## config.mk

```make
export PLATFORM = sky130hd
export DESIGN_NAME = cpu_commit_trace_buffer
export DESIGN_NICKNAME = d
export VERILOG_FILES = /design/src/rtl/cpu_commit_trace_buffer.sv
export SDC_FILE = /design/constraint.sdc
export NUM_CORES = 2
export LEC_CHECK = 0
export CAP_MARGIN = 20
export CORE_MARGIN = 8
export CORE_UTILIZATION = 50
export DETAILED_ROUTE_END_ITERATION = 7
export HOLD_SLACK_MARGIN = 0.03
export PLACE_DENSITY = 0.66
export SYNTH_ARGS = -nofsm -noshare
export SYNTH_HDL_FRONTEND = slang
export SYNTH_SLANG_ARGS = --single-unit
```

## constraint.sdc

```tcl
create_clock -name clk_in -period 53.8 [get_ports clk_in]
set_input_delay 16.14 -clock clk_in [delete_from_list [all_inputs] [get_ports clk_in]]
set_output_delay 16.14 -clock clk_in [all_outputs]
set_load 0.03 [all_outputs]
```

## src/rtl/cpu_commit_trace_buffer.sv

```systemverilog
// cpu_commit_trace_buffer: buffers per-instruction commit records and streams each as four 32-bit trace words
//
// Optional feature: define TRACE_WB_FILTER_EN to capture only commits that write a non-zero register.
//
// Ports:
//   clk_in                   single clock, rising edge
//   reset                    synchronous, active-low
//   trace_en                 capture enable (drain continues when low)
//   commit_valid/pc/inst     retired instruction
//   commit_we/waddr/wdata    register writeback of that instruction
//   out_valid/ready/data     trace word stream; out_last marks word 3 of a record
//   level/full/empty         FIFO occupancy, including the record being sent
//   drop_count               records lost to overflow, saturating
module cpu_commit_trace_buffer #(
    parameter int         DEPTH     = 16,
    parameter int         ADDR_W    = $clog2(DEPTH),
    parameter logic [7:0] SYNC_BYTE = 8'hC3
) (
    input  logic              clk_in,
    input  logic              reset,
    input  logic              trace_en,
    input  logic              commit_valid,
    input  logic [31:0]       commit_pc,
    input  logic [31:0]       commit_inst,
    input  logic              commit_we,
    input  logic [4:0]        commit_waddr,
    input  logic [31:0]       commit_wdata,
    output logic              out_valid,
    input  logic              out_ready,
    output logic [31:0]       out_data,
    output logic              out_last,
    output logic [ADDR_W:0]   level,
    output logic              full,
    output logic              empty,
    output logic [15:0]       drop_count
);
    typedef enum logic {IDLE, SEND} state_t;

    state_t            state;
    logic [127:0]      mem [DEPTH];
    logic [ADDR_W:0]   wr_ptr, rd_ptr, rd_next;
    logic [1:0]        widx;
    logic [7:0]        seq;
    logic              capture, consume, pop, push, drop;
    logic [127:0]      new_rec, cur_rec, next_rec;

`ifdef TRACE_WB_FILTER_EN
    assign capture = commit_valid && trace_en && commit_we && commit_waddr != 5'd0;
`else
    assign capture = commit_valid && trace_en;
`endif

    assign consume = out_valid && out_ready;
    assign pop     = consume && widx == 2'd3;
    // a full FIFO still accepts a push when the head record leaves in the same cycle
    assign push    = capture && (!full || pop);
    assign drop    = capture && full && !pop;
    assign level   = wr_ptr - rd_ptr;
    assign full    = level == (ADDR_W+1)'(DEPTH);
    assign empty   = level == '0;
    assign rd_next = rd_ptr + {{ADDR_W{1'b0}}, pop};

    // record layout, word 0 in the low bits
    assign new_rec = {commit_we ? commit_wdata : 32'd0, commit_inst, commit_pc,
                      SYNC_BYTE, seq, (|drop_count[15:8]) ? 8'hFF : drop_count[7:0],
                      commit_we, 2'b00, commit_waddr};
    assign cur_rec  = mem[rd_ptr[ADDR_W-1:0]];
    // bypass the incoming record when nothing else is queued, giving one-cycle latency
    assign next_rec = (wr_ptr != rd_next) ? mem[rd_next[ADDR_W-1:0]] : new_rec;

    always_ff @(posedge clk_in) begin
        if (push)
            mem[wr_ptr[ADDR_W-1:0]] <= new_rec;
    end

    always_ff @(posedge clk_in) begin
        if (!reset) begin
            state      <= IDLE;
            wr_ptr     <= '0;
            rd_ptr     <= '0;
            widx       <= 2'd0;
            seq        <= 8'd0;
            drop_count <= 16'd0;
            out_valid  <= 1'b0;
            out_last   <= 1'b0;
            out_data   <= 32'd0;
        end else begin
            if (push) begin
                wr_ptr <= wr_ptr + 1'b1;
                seq    <= seq + 8'd1;
            end
            if (drop && drop_count != 16'hFFFF)
                drop_count <= drop_count + 16'd1;
            rd_ptr <= rd_next;
            if (consume && widx != 2'd3) begin
                widx     <= widx + 2'd1;
                out_data <= cur_rec[{widx + 2'd1, 5'd0} +: 32];
                out_last <= widx == 2'd2;
            end else if (state == IDLE || pop) begin
                if (wr_ptr != rd_next || push) begin
                    state     <= SEND;
                    out_valid <= 1'b1;
                    widx      <= 2'd0;
                    out_data  <= next_rec[31:0];
                    out_last  <= 1'b0;
                end else begin
                    state     <= IDLE;
                    out_valid <= 1'b0;
                    out_last  <= 1'b0;
                end
            end
        end
    end
endmodule

```

==> metrics.md <==
| Metric | Value |
|---|---|
| Crit path max-delay family | `buffers and inverters` |
| Max-cap violations | `0` |
| Worst-case clock skew | `0.0738 ns` |
| Peak Freq | `48.1 MHz` |
| Top fanout value on the critical path | `36` |
| Clock Root Buffer | `sky130_fd_sc_hd__clkbuf_16` |
| Placer's final routability congestion estimate | `0.838` |
| Post-CTS Repair Setup Buffers | `0` |
| Power per unit of standard cell area | `35.0 nW/µm²` |
| Hold bufs inserted after CTS | `0` |
| Clock slew at the register clock pins of the worst setup and hold paths | `0.06 ns` |
| Final layout net count | `4017` |
| Max IR drop VDD | `0.0324 mV` |
| IO buf count | `163` |
| Number of design-rule violations left by the first detailed-router iteration | `4507` |
| Count of buffering cells on the critical path with inverters included | `2` |
| Standard cell core area | `156000 µm²` |
| Endpoint kind of the worst setup timing path | `output pin` |
| Fraction of the cycle the final worst path needs | `38.7%` |
| Number of distinct library cells after synthesis | `75` |
| WS Path Type | `register to output pin` |
| Final Util | `56.8%` |
| Class of the tightest hold or removal check | `register to register` |
| Resized Gates After CTS | `0` |
| Largest stage delay on the critical path | `0.87 ns` |
| Area growth from synthesis to final layout | `13.0%` |
| Tightest slew margin relative to the limit | `22.3%` |
| RSZ-0062 raised after global routing | `no` |
| Antenna viol nets, final | `0` |
| Routed WL | `203000 µm` |
| Top library cells by usage in the layout, fill and taps aside | `sky130_fd_sc_hd__edfxtp_1, sky130_fd_sc_hd__mux4_2, sky130_fd_sc_hd__clkbuf_16, sky130_fd_sc_hd__clkdlybuf4s50_1, sky130_fd_sc_hd__nand2_1` |
| Die area | `170000 µm²` |
| Non-Filler Cell Area, Final | `88700 µm²` |
| Clk sinks | `1958` |
| Flops & latches, synth | `1958` |
| Final Setup Violations | `0` |
| Endpoint required time on the critical path | `37.66 ns` |
| Result of the run | `finished clean` |
| Maximum number of pins on one net before global-route repair | `152` |
| Post-DR wirelength/cell | `33.1 µm` |
| Cell Rows | `145` |
| Vias per cell | `6.49` |
| Worst hold slack | `0.475 ns` |
| First-pass GRT wire length | `292000 µm` |
| Vias | `39.7k` |
| Number of enable-type register cells in the synthesized netlist | `1888` |
| Number of nets produced by synthesis | `3783` |
| Cell Chain, Critical Path | `clkinv_1 > ha_1 > xor2_1 > nand4b_1 > a211oi_4 > clkdlybuf4s50_1` |
| CTS tree | `yes` |
| Post-detail-place hpwl | `117000 µm` |
| Worst-margin pin slew | `1.17 ns` |
| Top Ports | `164` |
| Hold violation count in the final report | `0` |
| Cell area after synthesis | `78500 µm²` |
| Total global routing overflow | `0` |
| CTS Buf Count | `194` |
| Buffer depth of the longest clock path | `3` |
| Cell area after placement | `82400 µm²` |
| Arrival time reported for the critical path endpoint | `4.67 ns` |
| X dimension of the die | `412 µm` |
| Via count of the first global-routing pass | `40.4k` |
| Clock H-tree levels | `4` |
| Drc violations | `0` |
| Async set-reset flop share out of synthesis | `0%` |
| Overall routing resource usage | `23.8%` |
| Post-synthesis sequential area ratio | `74.0%` |
| Die height | `412 µm` |
| Top FF cell, synth | `sky130_fd_sc_hd__edfxtp_1` |
| Standard cell with the maximum stage delay on the critical path | `sky130_fd_sc_hd__clkinv_1` |
| Final TNS setup | `0 ns` |
| Initial core utilization | `50.3%` |
| Crit path launch type | `register` |
| Total of warnings raised by yosys | `0` |
| Leak | `26.9 nW` |
| Mean area per synthesized cell | `21.4 µm²` |
| Iteration count of the initial detailed-routing pass | `6` |
| Clock latency on the worst-skew pair | `0.85 ns` |
| Minimum period implied by the final worst setup slack | `20.81 ns` |
| Most frequent standard cell in the layout excluding fill and tap cells | `sky130_fd_sc_hd__edfxtp_1` |
| Final count of pins violating max slew | `0` |
| Number of cells produced by synthesis | `3661` |
| Number of antenna violations at the first check in global routing | `12` |
| Ratio of cells with drive above 1 in the final layout | `24.6%` |
## worst reg2reg max path, cell delays in order (launching register included)
cell                       delay (ns)
sky130_fd_sc_hd__dfxtp_4         0.79
sky130_fd_sc_hd__clkinv_1        0.91
sky130_fd_sc_hd__ha_1            0.65
sky130_fd_sc_hd__xor2_1          0.26
sky130_fd_sc_hd__nand4b_1        0.21
sky130_fd_sc_hd__a211oi_4        0.09
sky130_fd_sc_hd__buf_4           0.23
sky130_fd_sc_hd__a21oi_2         0.46
sky130_fd_sc_hd__nand2_1         0.34
sky130_fd_sc_hd__nor2_4          0.71
sky130_fd_sc_hd__buf_4           0.82
sky130_fd_sc_hd__buf_4           0.93
## routing by layer
| layer | global-route usage, % | up-vias | part of all wire, % |
|---|---|---|---|
| met5 | 0 | - | 0.024 |
| met2 | 37.5 | 2045 | 48 |
| met3 | 5.68 | 325 | 9.4 |
| li1 | - | 16044 | - |
| met4 | 7.72 | 8 | 3.1 |
| met1 | 33.2 | 21322 | 40 |
## kinds of logic after synthesis
family / synth area share, %
simple gates: 2.53
xor+xnor: 0.279
compound gates: 3.10
flops: 74.0
buf+inv: 1.75
mux: 18.1
fa+ha+maj: 0.249
## final cells by class
class	count	area, µm²
fillers	11464	67400
well taps	2058	2570
clock inverters	116	1040
multi-input cells	1464	19200
flip-flops and latches	1958	58100
repair buffers	256	2460
clock buffers	246	5180
inverters	21	86.3
diodes	3	7.51
## path summary, 6_finish.rpt
path	from	to	slack [ns]	cells after the start
setup reg to reg	rd_ptr[2]	mem[12][92]	46.92	11
setup / recovery	rd_ptr[2]	full	32.99	6
hold / removal	out_last	out_last	0.47	2
hold reg to reg	out_last	out_last	0.47	2
## metrics by stage
step	power (mW)	std cells	worst slack, ns
final	3.11	6122	32.99
after global routing	3.19	6120	32.86
after CTS	3.12	6118	32.94
after detailed placement	1.82	5756	32.92
after global placement	1.82	5755	32.96
after floorplan	1.76	3661	17.65
## power breakdown
part	switching [mW]	internal, mW
combinational	0.0647	0.0320
clock	0.580	0.738
sequential	0.0112	1.68
total	0.656	2.45
## synthesized netlist by cell type, types with 11 or more instances
cell / n / area (µm²)
sky130_fd_sc_hd__edfxtp_1: 1888 / 56700
sky130_fd_sc_hd__nand2_1: 137 / 514
sky130_fd_sc_hd__a311oi_1: 16 / 140
sky130_fd_sc_hd__nor2b_1: 12 / 75.1
sky130_fd_sc_hd__buf_6: 21 / 236
sky130_fd_sc_hd__xnor2_1: 16 / 140
sky130_fd_sc_hd__nor2_1: 53 / 199
sky130_fd_sc_hd__mux2i_1: 92 / 921
sky130_fd_sc_hd__and2_1: 42 / 263
sky130_fd_sc_hd__buf_4: 29 / 218
sky130_fd_sc_hd__a221oi_1: 17 / 149
sky130_fd_sc_hd__clkbuf_1: 76 / 285
sky130_fd_sc_hd__o21ai_0: 67 / 335
sky130_fd_sc_hd__a31oi_1: 18 / 113
sky130_fd_sc_hd__a211oi_1: 18 / 135
sky130_fd_sc_hd__o21bai_1: 11 / 82.6
sky130_fd_sc_hd__buf_2: 73 / 365
sky130_fd_sc_hd__a21oi_1: 49 / 245
sky130_fd_sc_hd__a22o_1: 20 / 175
sky130_fd_sc_hd__o21a_1: 14 / 105
sky130_fd_sc_hd__nand4_1: 21 / 131
sky130_fd_sc_hd__nor3_1: 31 / 155
sky130_fd_sc_hd__buf_1: 11 / 41.3
sky130_fd_sc_hd__nand3_1: 29 / 145
sky130_fd_sc_hd__ha_1: 14 / 175
sky130_fd_sc_hd__dfxtp_1: 70 / 1400
sky130_fd_sc_hd__a22oi_1: 52 / 390
sky130_fd_sc_hd__inv_1: 18 / 67.6
sky130_fd_sc_hd__or3_1: 13 / 81.3
sky130_fd_sc_hd__o22ai_1: 14 / 87.6
sky130_fd_sc_hd__mux4_2: 588 / 13200
## sequential cells by signal (all words and copies together), names as in the netlist
register,cells
state,1
out_data,32
drop_count,16
seq,8
rd_ptr,5
mem,1888
wr_ptr,5
out_last,1
widx,2
(Power assumes the default switching activity.)
